**config.mk**
```make
export PLATFORM = sky130hd
export DESIGN_NAME = pc_fetch_unit
export DESIGN_NICKNAME = d
export VERILOG_FILES = /design/src/rtl/pc_fetch_unit_pkg.sv /design/src/rtl/pc_fetch_unit_watchdog.sv /design/src/rtl/pc_fetch_unit.sv
export SDC_FILE = /design/constraint.sdc
export NUM_CORES = 1
export LEC_CHECK = 0
export ABC_CLOCK_PERIOD_IN_PS = 2400
export CAP_MARGIN = 25
export CORE_ASPECT_RATIO = 0.5
export CORE_MARGIN = 5
export CORE_UTILIZATION = 47
export DETAILED_ROUTE_END_ITERATION = 8
export GPL_ROUTABILITY_DRIVEN = 1
export GPL_TIMING_DRIVEN = 1
export PLACE_DENSITY = 0.81
export SETUP_SLACK_MARGIN = 0.1
export SLEW_MARGIN = 20
export SYNTH_ARGS = -nofsm -noshare
export SYNTH_HDL_FRONTEND = slang
export SYNTH_SLANG_ARGS = --single-unit
```
**constraint.sdc**
```tcl
create_clock -name clk -period 2.4 [get_ports clk]
set_input_delay 0.24 -clock clk [delete_from_list [all_inputs] [get_ports clk]]
set_output_delay 0.24 -clock clk [all_outputs]
set_load 0.02 [all_outputs]
```
**src/rtl/pc_fetch_unit_pkg.sv**
```systemverilog
// Shared definitions for the program-counter fetch unit: FSM encoding,
// PC arithmetic constants and the NOP instruction encoding.
package pc_fetch_unit_pkg;

    // Fetch FSM states
    typedef enum logic [1:0] {
        ST_IDLE  = 2'd0,
        ST_FETCH = 2'd1,
        ST_VALID = 2'd2,
        ST_ERR   = 2'd3
    } fetch_state_e;

    // Sequential PC step and the architectural r15 read-ahead offset
    localparam logic [31:0] PC_INC     = 32'd4;
    localparam logic [31:0] R15_OFFSET = 32'd8;

    // MOV r0,r0 -- shown to decode whenever no real instruction is held
    localparam logic [31:0] NOP_ENC    = 32'hE1A0_0000;

    // Force an address onto a word boundary
    function automatic logic [31:0] word_align(input logic [31:0] addr);
        return {addr[31:2], 2'b00};
    endfunction

endpackage

```
**src/rtl/pc_fetch_unit_watchdog.sv**
```systemverilog
// Fetch watchdog: counts cycles spent waiting for an instruction-memory
// acknowledge and flags expiry on the cycle the count reaches WAIT_MAX.
module fetch_watchdog #(
    parameter int WAIT_MAX = 16
) (
    input  logic clk,
    input  logic rst_n,
    input  logic clear_i,
    input  logic enable_i,
    output logic expired_o
);

    // Expiry fires during the WAIT_MAX-th enabled cycle, i.e. when the
    // count of previously elapsed cycles equals WAIT_MAX-1.
    localparam logic [7:0] LIMIT = 8'(WAIT_MAX - 1);

    logic [7:0] count_q;
    logic [7:0] count_d;

    // Next count: clear dominates, otherwise step while enabled
    always_comb begin
        count_d = count_q;
        if (clear_i) begin
            count_d = 8'd0;
        end else if (enable_i) begin
            count_d = count_q + 8'd1;
        end
    end

    // Counter register
    always_ff @(posedge clk or negedge rst_n) begin
        if (!rst_n) begin
            count_q <= 8'd0;
        end else begin
            count_q <= count_d;
        end
    end

    // A cycle that clears the counter (e.g. an acknowledge) never expires
    assign expired_o = enable_i && !clear_i && (count_q == LIMIT);

endmodule

```
**src/rtl/pc_fetch_unit.sv**
```systemverilog
// Program counter and instruction fetch front end. Issues one request per
// instruction over a req/ack handshake, holds the fetched word for decode
// (absorbing stalls), handles branch redirects that arrive mid-fetch, and
// parks in a sticky error state if memory stops answering.
module pc_fetch_unit
    import pc_fetch_unit_pkg::*;
#(
    parameter logic [31:0] RESET_ADDR = 32'h0000_0000,
    parameter int          WAIT_MAX   = 16,
    parameter logic [31:0] NOP_WORD   = NOP_ENC
) (
    input  logic        clk,
    input  logic        rst_n,
    output logic        imem_req_o,
    output logic [31:0] imem_addr_o,
    input  logic        imem_ack_i,
    input  logic [31:0] imem_rdata_i,
    input  logic        stall_i,
    input  logic        branch_taken_i,
    input  logic [31:0] branch_target_i,
    output logic [31:0] instr_o,
    output logic        instr_valid_o,
    output logic [31:0] pc_out_o,
    output logic [31:0] r15_o,
    output logic        fetch_err_o
);

    localparam logic [31:0] RESET_PC = word_align(RESET_ADDR);

    fetch_state_e state_q, state_d;

    logic [31:0] pc_q,        pc_d;
    logic [31:0] pend_pc_q,   pend_pc_d;
    logic        redirect_q,  redirect_d;
    logic [31:0] instr_q,     instr_d;
    logic        instr_vld_q, instr_vld_d;
    logic        fetch_err_q, fetch_err_d;

    logic        in_fetch;
    logic        wd_clear;
    logic        wd_expired;
    logic [31:0] target_aligned;
    logic        unused_target_bits;

    assign in_fetch       = (state_q == ST_FETCH);
    assign target_aligned = word_align(branch_target_i);

    // Low target bits are architecturally don't-care
    assign unused_target_bits = ^branch_target_i[1:0];

    // Restart the wait count whenever memory answers or we are not fetching,
    // so every new request gets the full WAIT_MAX budget.
    assign wd_clear = imem_ack_i || !in_fetch;

    fetch_watchdog #(
        .WAIT_MAX (WAIT_MAX)
    ) u_watchdog (
        .clk       (clk),
        .rst_n     (rst_n),
        .clear_i   (wd_clear),
        .enable_i  (in_fetch),
        .expired_o (wd_expired)
    );

    // State register
    always_ff @(posedge clk or negedge rst_n) begin
        if (!rst_n) begin
            state_q <= ST_IDLE;
        end else begin
            state_q <= state_d;
        end
    end

    // Next-state logic
    always_comb begin
        state_d = state_q;
        unique case (state_q)
            ST_IDLE: begin
                state_d = ST_FETCH;
            end
            ST_FETCH: begin
                if (wd_expired) begin
                    state_d = ST_ERR;
                end else if (imem_ack_i && !branch_taken_i && !redirect_q) begin
                    state_d = ST_VALID;
                end
            end
            ST_VALID: begin
                if (branch_taken_i || !stall_i) begin
                    state_d = ST_FETCH;
                end
            end
            ST_ERR: begin
                state_d = ST_ERR;
            end
            default: begin
                state_d = ST_IDLE;
            end
        endcase
    end

    // Output logic: the request is simply "we are in FETCH", so an async
    // reset (which forces IDLE) drops it immediately.
    always_comb begin
        imem_req_o = 1'b0;
        if (state_q == ST_FETCH) begin
            imem_req_o = 1'b1;
        end
    end

    // Datapath next values: PC, pending redirect, held instruction, error
    always_comb begin
        pc_d        = pc_q;
        pend_pc_d   = pend_pc_q;
        redirect_d  = redirect_q;
        instr_d     = instr_q;
        instr_vld_d = instr_vld_q;
        fetch_err_d = fetch_err_q;
        unique case (state_q)
            ST_IDLE: begin
                instr_vld_d = 1'b0;
            end
            ST_FETCH: begin
                if (wd_expired) begin
                    fetch_err_d = 1'b1;
                    instr_vld_d = 1'b0;
                end else if (branch_taken_i) begin
                    if (imem_ack_i) begin
                        // Word in flight belongs to the old path: drop it
                        pc_d       = target_aligned;
                        redirect_d = 1'b0;
                    end else begin
                        // Keep the outstanding request stable; redirect on ack
                        pend_pc_d  = target_aligned;
                        redirect_d = 1'b1;
                    end
                end else if (imem_ack_i) begin
                    if (redirect_q) begin
                        pc_d       = pend_pc_q;
                        redirect_d = 1'b0;
                    end else begin
                        instr_d     = imem_rdata_i;
                        instr_vld_d = 1'b1;
                    end
                end
            end
            ST_VALID: begin
                if (branch_taken_i) begin
                    pc_d        = target_aligned;
                    instr_d     = NOP_WORD;
                    instr_vld_d = 1'b0;
                end else if (!stall_i) begin
                    pc_d        = pc_q + PC_INC;
                    instr_d     = NOP_WORD;
                    instr_vld_d = 1'b0;
                end
            end
            ST_ERR: begin
                instr_vld_d = 1'b0;
                fetch_err_d = 1'b1;
            end
            default: begin
                instr_vld_d = 1'b0;
            end
        endcase
    end

    // Datapath registers
    always_ff @(posedge clk or negedge rst_n) begin
        if (!rst_n) begin
            pc_q        <= RESET_PC;
            pend_pc_q   <= RESET_PC;
            redirect_q  <= 1'b0;
            instr_q     <= NOP_WORD;
            instr_vld_q <= 1'b0;
            fetch_err_q <= 1'b0;
        end else begin
            pc_q        <= pc_d;
            pend_pc_q   <= pend_pc_d;
            redirect_q  <= redirect_d;
            instr_q     <= instr_d;
            instr_vld_q <= instr_vld_d;
            fetch_err_q <= fetch_err_d;
        end
    end

    // The PC only advances when the held word is released, so it doubles
    // as the address of the instruction presented to decode.
    assign imem_addr_o   = pc_q;
    assign pc_out_o      = pc_q;
    assign r15_o         = pc_q + R15_OFFSET;
    assign instr_o       = instr_q;
    assign instr_valid_o = instr_vld_q;
    assign fetch_err_o   = fetch_err_q;

endmodule
```
* Yosys cells after proc, flatten, opt, wreduce, memory -nomap -nowiden *
Index checks and enable logic that the tools add are counted.

word-level totals
  flip-flop bits (word level) = 107
  latch bits = 0
  RAM bits = 0
  ROM bits = 0
  input bits = 69
  output and inout port bits = 131
  word-level logic and storage cells = 87
  memories = 0

operators by class
  add/sub/neg operators = 3
  $mul = 0
  divide/modulo/power cells = 0
  $lt $le $gt $ge = 0
  equal/unequal tests = 16
  shift operators = 0
  mux-type cells = 34
  bitwise logic cells = 2
  reductions and logical operators = 24

operator list
  cell                                            number
  2-to-1 mux 32 bit                               13
  case mux 32 bit (2 select lines)                2
  adder 32 x 3 -> 32 bit (second input constant)  1
  adder 32 x 4 -> 32 bit (second input constant)  1
  2-to-1 mux 8 bit                                2
  2-to-1 mux 1 bit                                11
  != test 2 bit (second input constant)           5
  != test 3 x 2 -> 1 bit (second input constant)  3
  adder 8 x 1 -> 8 bit (second input constant)    1
  == test 8 x 4 -> 1 bit (second input constant)  1
  case mux 2 bit (4 select lines)                 1
  AND reduction 4 bit                             2
  nonzero test 2 bit                              4
  2-to-1 mux 2 bit                                3
  != test 3 bit (second input constant)           2
  AND reduction 6 bit                             1
  logical NOT 1 bit                               5
  AND reduction 5 bit                             1
  == test 2 bit (second input constant)           2
  logical AND 1 bit                               4
  AND reduction 2 bit                             2
  != test 3 x 1 -> 1 bit (second input constant)  1
  case mux 1 bit (3 select lines)                 1
  AND reduction 3 bit                             1
  7 further kinds                                 9

* Depth between registers and ports, before layout *
  depth after elaboration = 8
  depth in mapped cells = 8
  depth with buffers taken out = 5

* Cells and area by module *
A second synthesis with hierarchy kept.

second synthesis, totals
  cell total of the unflattened synthesis = 698
  area, all modules = 6,266.0 µm²

by module, submodules not included
  module          times used  cells an instance  area an instance (µm²)  seq. area each (µm²)
  pc_fetch_unit   1           658                5,854.4                 2,434.8
  fetch_watchdog  1           40                 411.6                   200.2

* Worst setup path before layout *
No wires, ideal clock.

  path kind = reg2out
  from = register pc_q[4], in the netlist imem_addr_o[4]
  to = output r15_o[25]
  arrival = 2.090 ns
  data required time = 2.160 ns
  path slack = 0.070 ns
  stages on the path, launching flop included = 6
  buffers on the path = 0
  cells stage by stage = dfrtp_1 > ha_1 > nand3_1 > nor4_1 > nand2_1 > xnor2_1

between the ends
  cells in the longest elaborated chain, start to end = 1

ends and longest elaborated chain
  item                    RTL line              RTL
  from (decl)             pc_fetch_unit.sv:32   logic [31:0] pc_q, pc_d;
  from (signal assigned)  pc_fetch_unit.sv:178  pc_q <= pc_d;
  adder 32 x 4 -> 32 bit  pc_fetch_unit.sv:191  assign r15_o = pc_q + R15_OFFSET;
  to (decl)               pc_fetch_unit.sv:24   output logic [31:0] r15_o,

Every way passes these cells.

* Worst setup path in the final report *
  from = register pc_q[14], in the netlist imem_addr_o[14]
  to = output r15_o[20]

Same word-level chain as after synthesis.

==> impl_results.md <==
- Status: complete, no violations
- Post-synthesis simple-gate area fraction: 22.2%
- Max IR drop VDD: 0.000711 V
- Routed wire per std cell: 18.2 um
- Mux share of post-synthesis cell area: 6.11%
- Highest-delay cell along the critical path: or4_4
- DR iter-0 viols: 586
- Final Hold Viols: 0
- Cts bufs inserted: 9
- # DRC: 0
- Peak fanout along the critical path: 2
- Synth Area in Compound Gates: 14.3%
- Post-synthesis async set-or-reset flop share: 100%
- Crit path cell chain: nand4_1 > or3_4 > or4_4 > xnor2_2 > buf_4
- RD Place Congestion: 0.919
- Initial antenna violation count: 0
- Critical hold path startpoint: branch_taken_i
- Layout cells sized above 1: 22.3%
- Vias per cell: 5.72
- Clk Tree Root Cell: clkbuf_16
- Max-slew headroom: 61.8%
- Synthesized area: 6230 sq um
- Number of port buffers: 191
- DIE AREA: 15,800 sq um
- Post-Synth XOR/XNOR Area: 5.06%
- Most frequent cells in the layout: 164 x clkdlybuf4s50_1, 118 x nand2_1, 101 x buf_4
- Total track usage: 23.4%
- Final Setup Violations: 0
- Worst-Skew Late Latency: 0.35 ns
- Largest net degree at the start of global routing: 65
- Max H-tree Level: 3
- First-pass GRT wire length: 30,700 um
- Post-layout nets: 982
- Routed wire length: 19,700 um
- Skew final: 0.0105 ns
- Post-Synthesis Cells: 704
- Initial Util: 48.6%
- Vias in the first global route: 6,021
- Hold Slack: 0.285 ns
- Hold/Removal Path Class: in -> reg
- IO Count: 200
- DP HPWL: 14,000 um
- Crit Path Class: reg -> out
- Critical path capture point type: output port
- Mean post-synth cell area: 8.85 sq um
- CP arrival: 2.08 ns
- Post-Layout Cell Count: 1,085
- Post-synth cell types: 63
- Source of the worst register-to-register timing path: imem_addr_o[14]
- Worst slew pin tran: 0.567 ns
- ANT nets after route: 0
- P_leak: 3.88 nW
- Largest family of logic cells by synthesized area: simple AND/OR/NAND/NOR gates
- Fmax: 0.431 GHz
- Setup crit start kind: register
- N_diodes: 0
- CTS sink cnt: 105
- Adder-cell share of the synthesized area: 0.603%
- Ys flop type: dfrtp_1
- Synth-to-Final Area Change: 44.4%
- CTS max path bufs: 2
- Core Util, Final: 70.2%
- Top Family by Delay on Critical Path: simple AND/OR/NAND/NOR gates
- CTS tree: yes
- Setup total negative slack: 0 ns
- Power density over the cells: 1220 nW/um^2
- Worst-path clk slew: 0.08 ns
- Syn. warnings: 0
- Tcrit/Tclk final: 96.6%
- Yosys reg bits: 105
- Vias: 6,204
- Seq/Total Area, Yosys: 42.3%
- Drt first pass iters: 8
- Die height: 91.4 um
- Row count: 29
- # Max-Cap Violations: 0
- Minimum clock period: 2.32 ns
- GRT Residual Overflow: 0
- Buffers and inverters on the worst path: 1
- Crit-path max cell delay: 0.44 ns
- Data required, critical path: 2.16 ns
- Critical Path Start: imem_addr_o[14]
- Total instance count after detailed placement: 1,053
- Core area: 12,800 sq um
- RSZ-0062 raised after global routing: true
- Max-slew violations: 0
- Post-synth EDFFs: 0
- Die width: 173 um
- Most common cell after layout, fill and taps aside: clkdlybuf4s50_1
-- cells in the mapped netlist (10+ instances only) --
master | instances | area, sq um
nor3_1 | 12 | 60.1
mux2_2 | 32 | 360
o21ai_0 | 58 | 290
xor2_1 | 17 | 149
nand4_1 | 29 | 181
clkbuf_1 | 34 | 128
buf_2 | 20 | 100
nand2b_1 | 15 | 93.8
xnor2_1 | 19 | 166
nand2_1 | 118 | 443
dfrtp_1 | 99 | 2480
buf_4 | 40 | 300
a21oi_1 | 19 | 95.1
nand3_1 | 10 | 50.1
nor2_1 | 39 | 146
or4_1 | 10 | 75.1
nor4_1 | 16 | 100
-- tightest hold or removal path, delay by kind of cell --
kind                   cells  cell delay (ns)
buffers and inverters      1             0.15
AO/OA/AOI/OAI              2             0.20
-- area by class of cell --
| type | count | area, sq um |
|---|---|---|
| flip-flops and latches | 105 | 2640 |
| clock inverters | 7 | 52.6 |
| clock buffers | 9 | 225 |
| repair buffers | 289 | 2630 |
| inverters | 9 | 33.8 |
| fillers | 944 | 3810 |
| well taps | 170 | 213 |
| multi-input cells | 496 | 3200 |
-- sequential cells by signal (all words and copies together), names as in the netlist --
register and cells:
instr_o 32, pend_pc_q 30, u_watchdog.count_q 8, redirect_q 1
fetch_err_o 1, imem_addr_o 30, state_q 2, instr_valid_o 1
-- worst paths after layout --
check	endpoint	depth (start not counted)	slack, ns
hold / removal	redirect_q	3	0.29
hold reg to reg	u_watchdog.count_q[0]	1	0.46
setup reg to reg	imem_addr_o[30]	7	0.10
min in group asynchronous	instr_o[17]	2	0.44
setup / recovery	r15_o[20]	5	0.08
max in group asynchronous	instr_o[29]	3	1.20
-- logic make-up (layout without fill, tap and decap cells) --
kind of cell,after synthesis,after routing
other cells,1,6
mux,34,34
xor+xnor,36,36
fa+ha+maj,3,3
compound gates,138,138
buf+inv,108,314
simple gates,279,279
flops,105,105
-- metal layers --
layer / global-route usage [%] / routed length, um / vias to the layer above
li1: - / - / 2849
met1: 31.0 / 7970 / 2955
met2: 38.2 / 9270 / 340
met3: 6.97 / 2050 / 60
met4: 5.49 / 428 / 0
met5: 0 / 0 / -
-- timing repair --
item / in CTS / in global routing
pin swaps: 6 / 4
endpoints found under the hold margin: 37 / 0
hold buffers: 1 / 0
resized for setup: 74 / 50
buffers inserted: 5 / 10
setup endpoints to repair: 25 / 21
-- per-stage QoR --
stage | setup WS [ns] | power [mW] | cell area, sq um
after global placement | 0.0347 | 9.23 | 8520
after floorplan | 0.103 | 6.61 | 6260
after global routing | 0.00326 | 11.5 | 8990
final | 0.0810 | 11.0 | 8990
after CTS | 0.0445 | 10.8 | 8880
after detailed placement | 0.000539 | 9.40 | 8520
-- power by group --
part	internal [mW]	switching (mW)	leakage, nW	total (mW)
registers	2.56	0.573	1.28	3.13
logic	3.02	3.38	2.46	6.40
clock network	0.717	0.714	0.142	1.43
total	6.29	4.67	3.88	11.0
No activity file was read; power rests on OpenSTA's default activity.
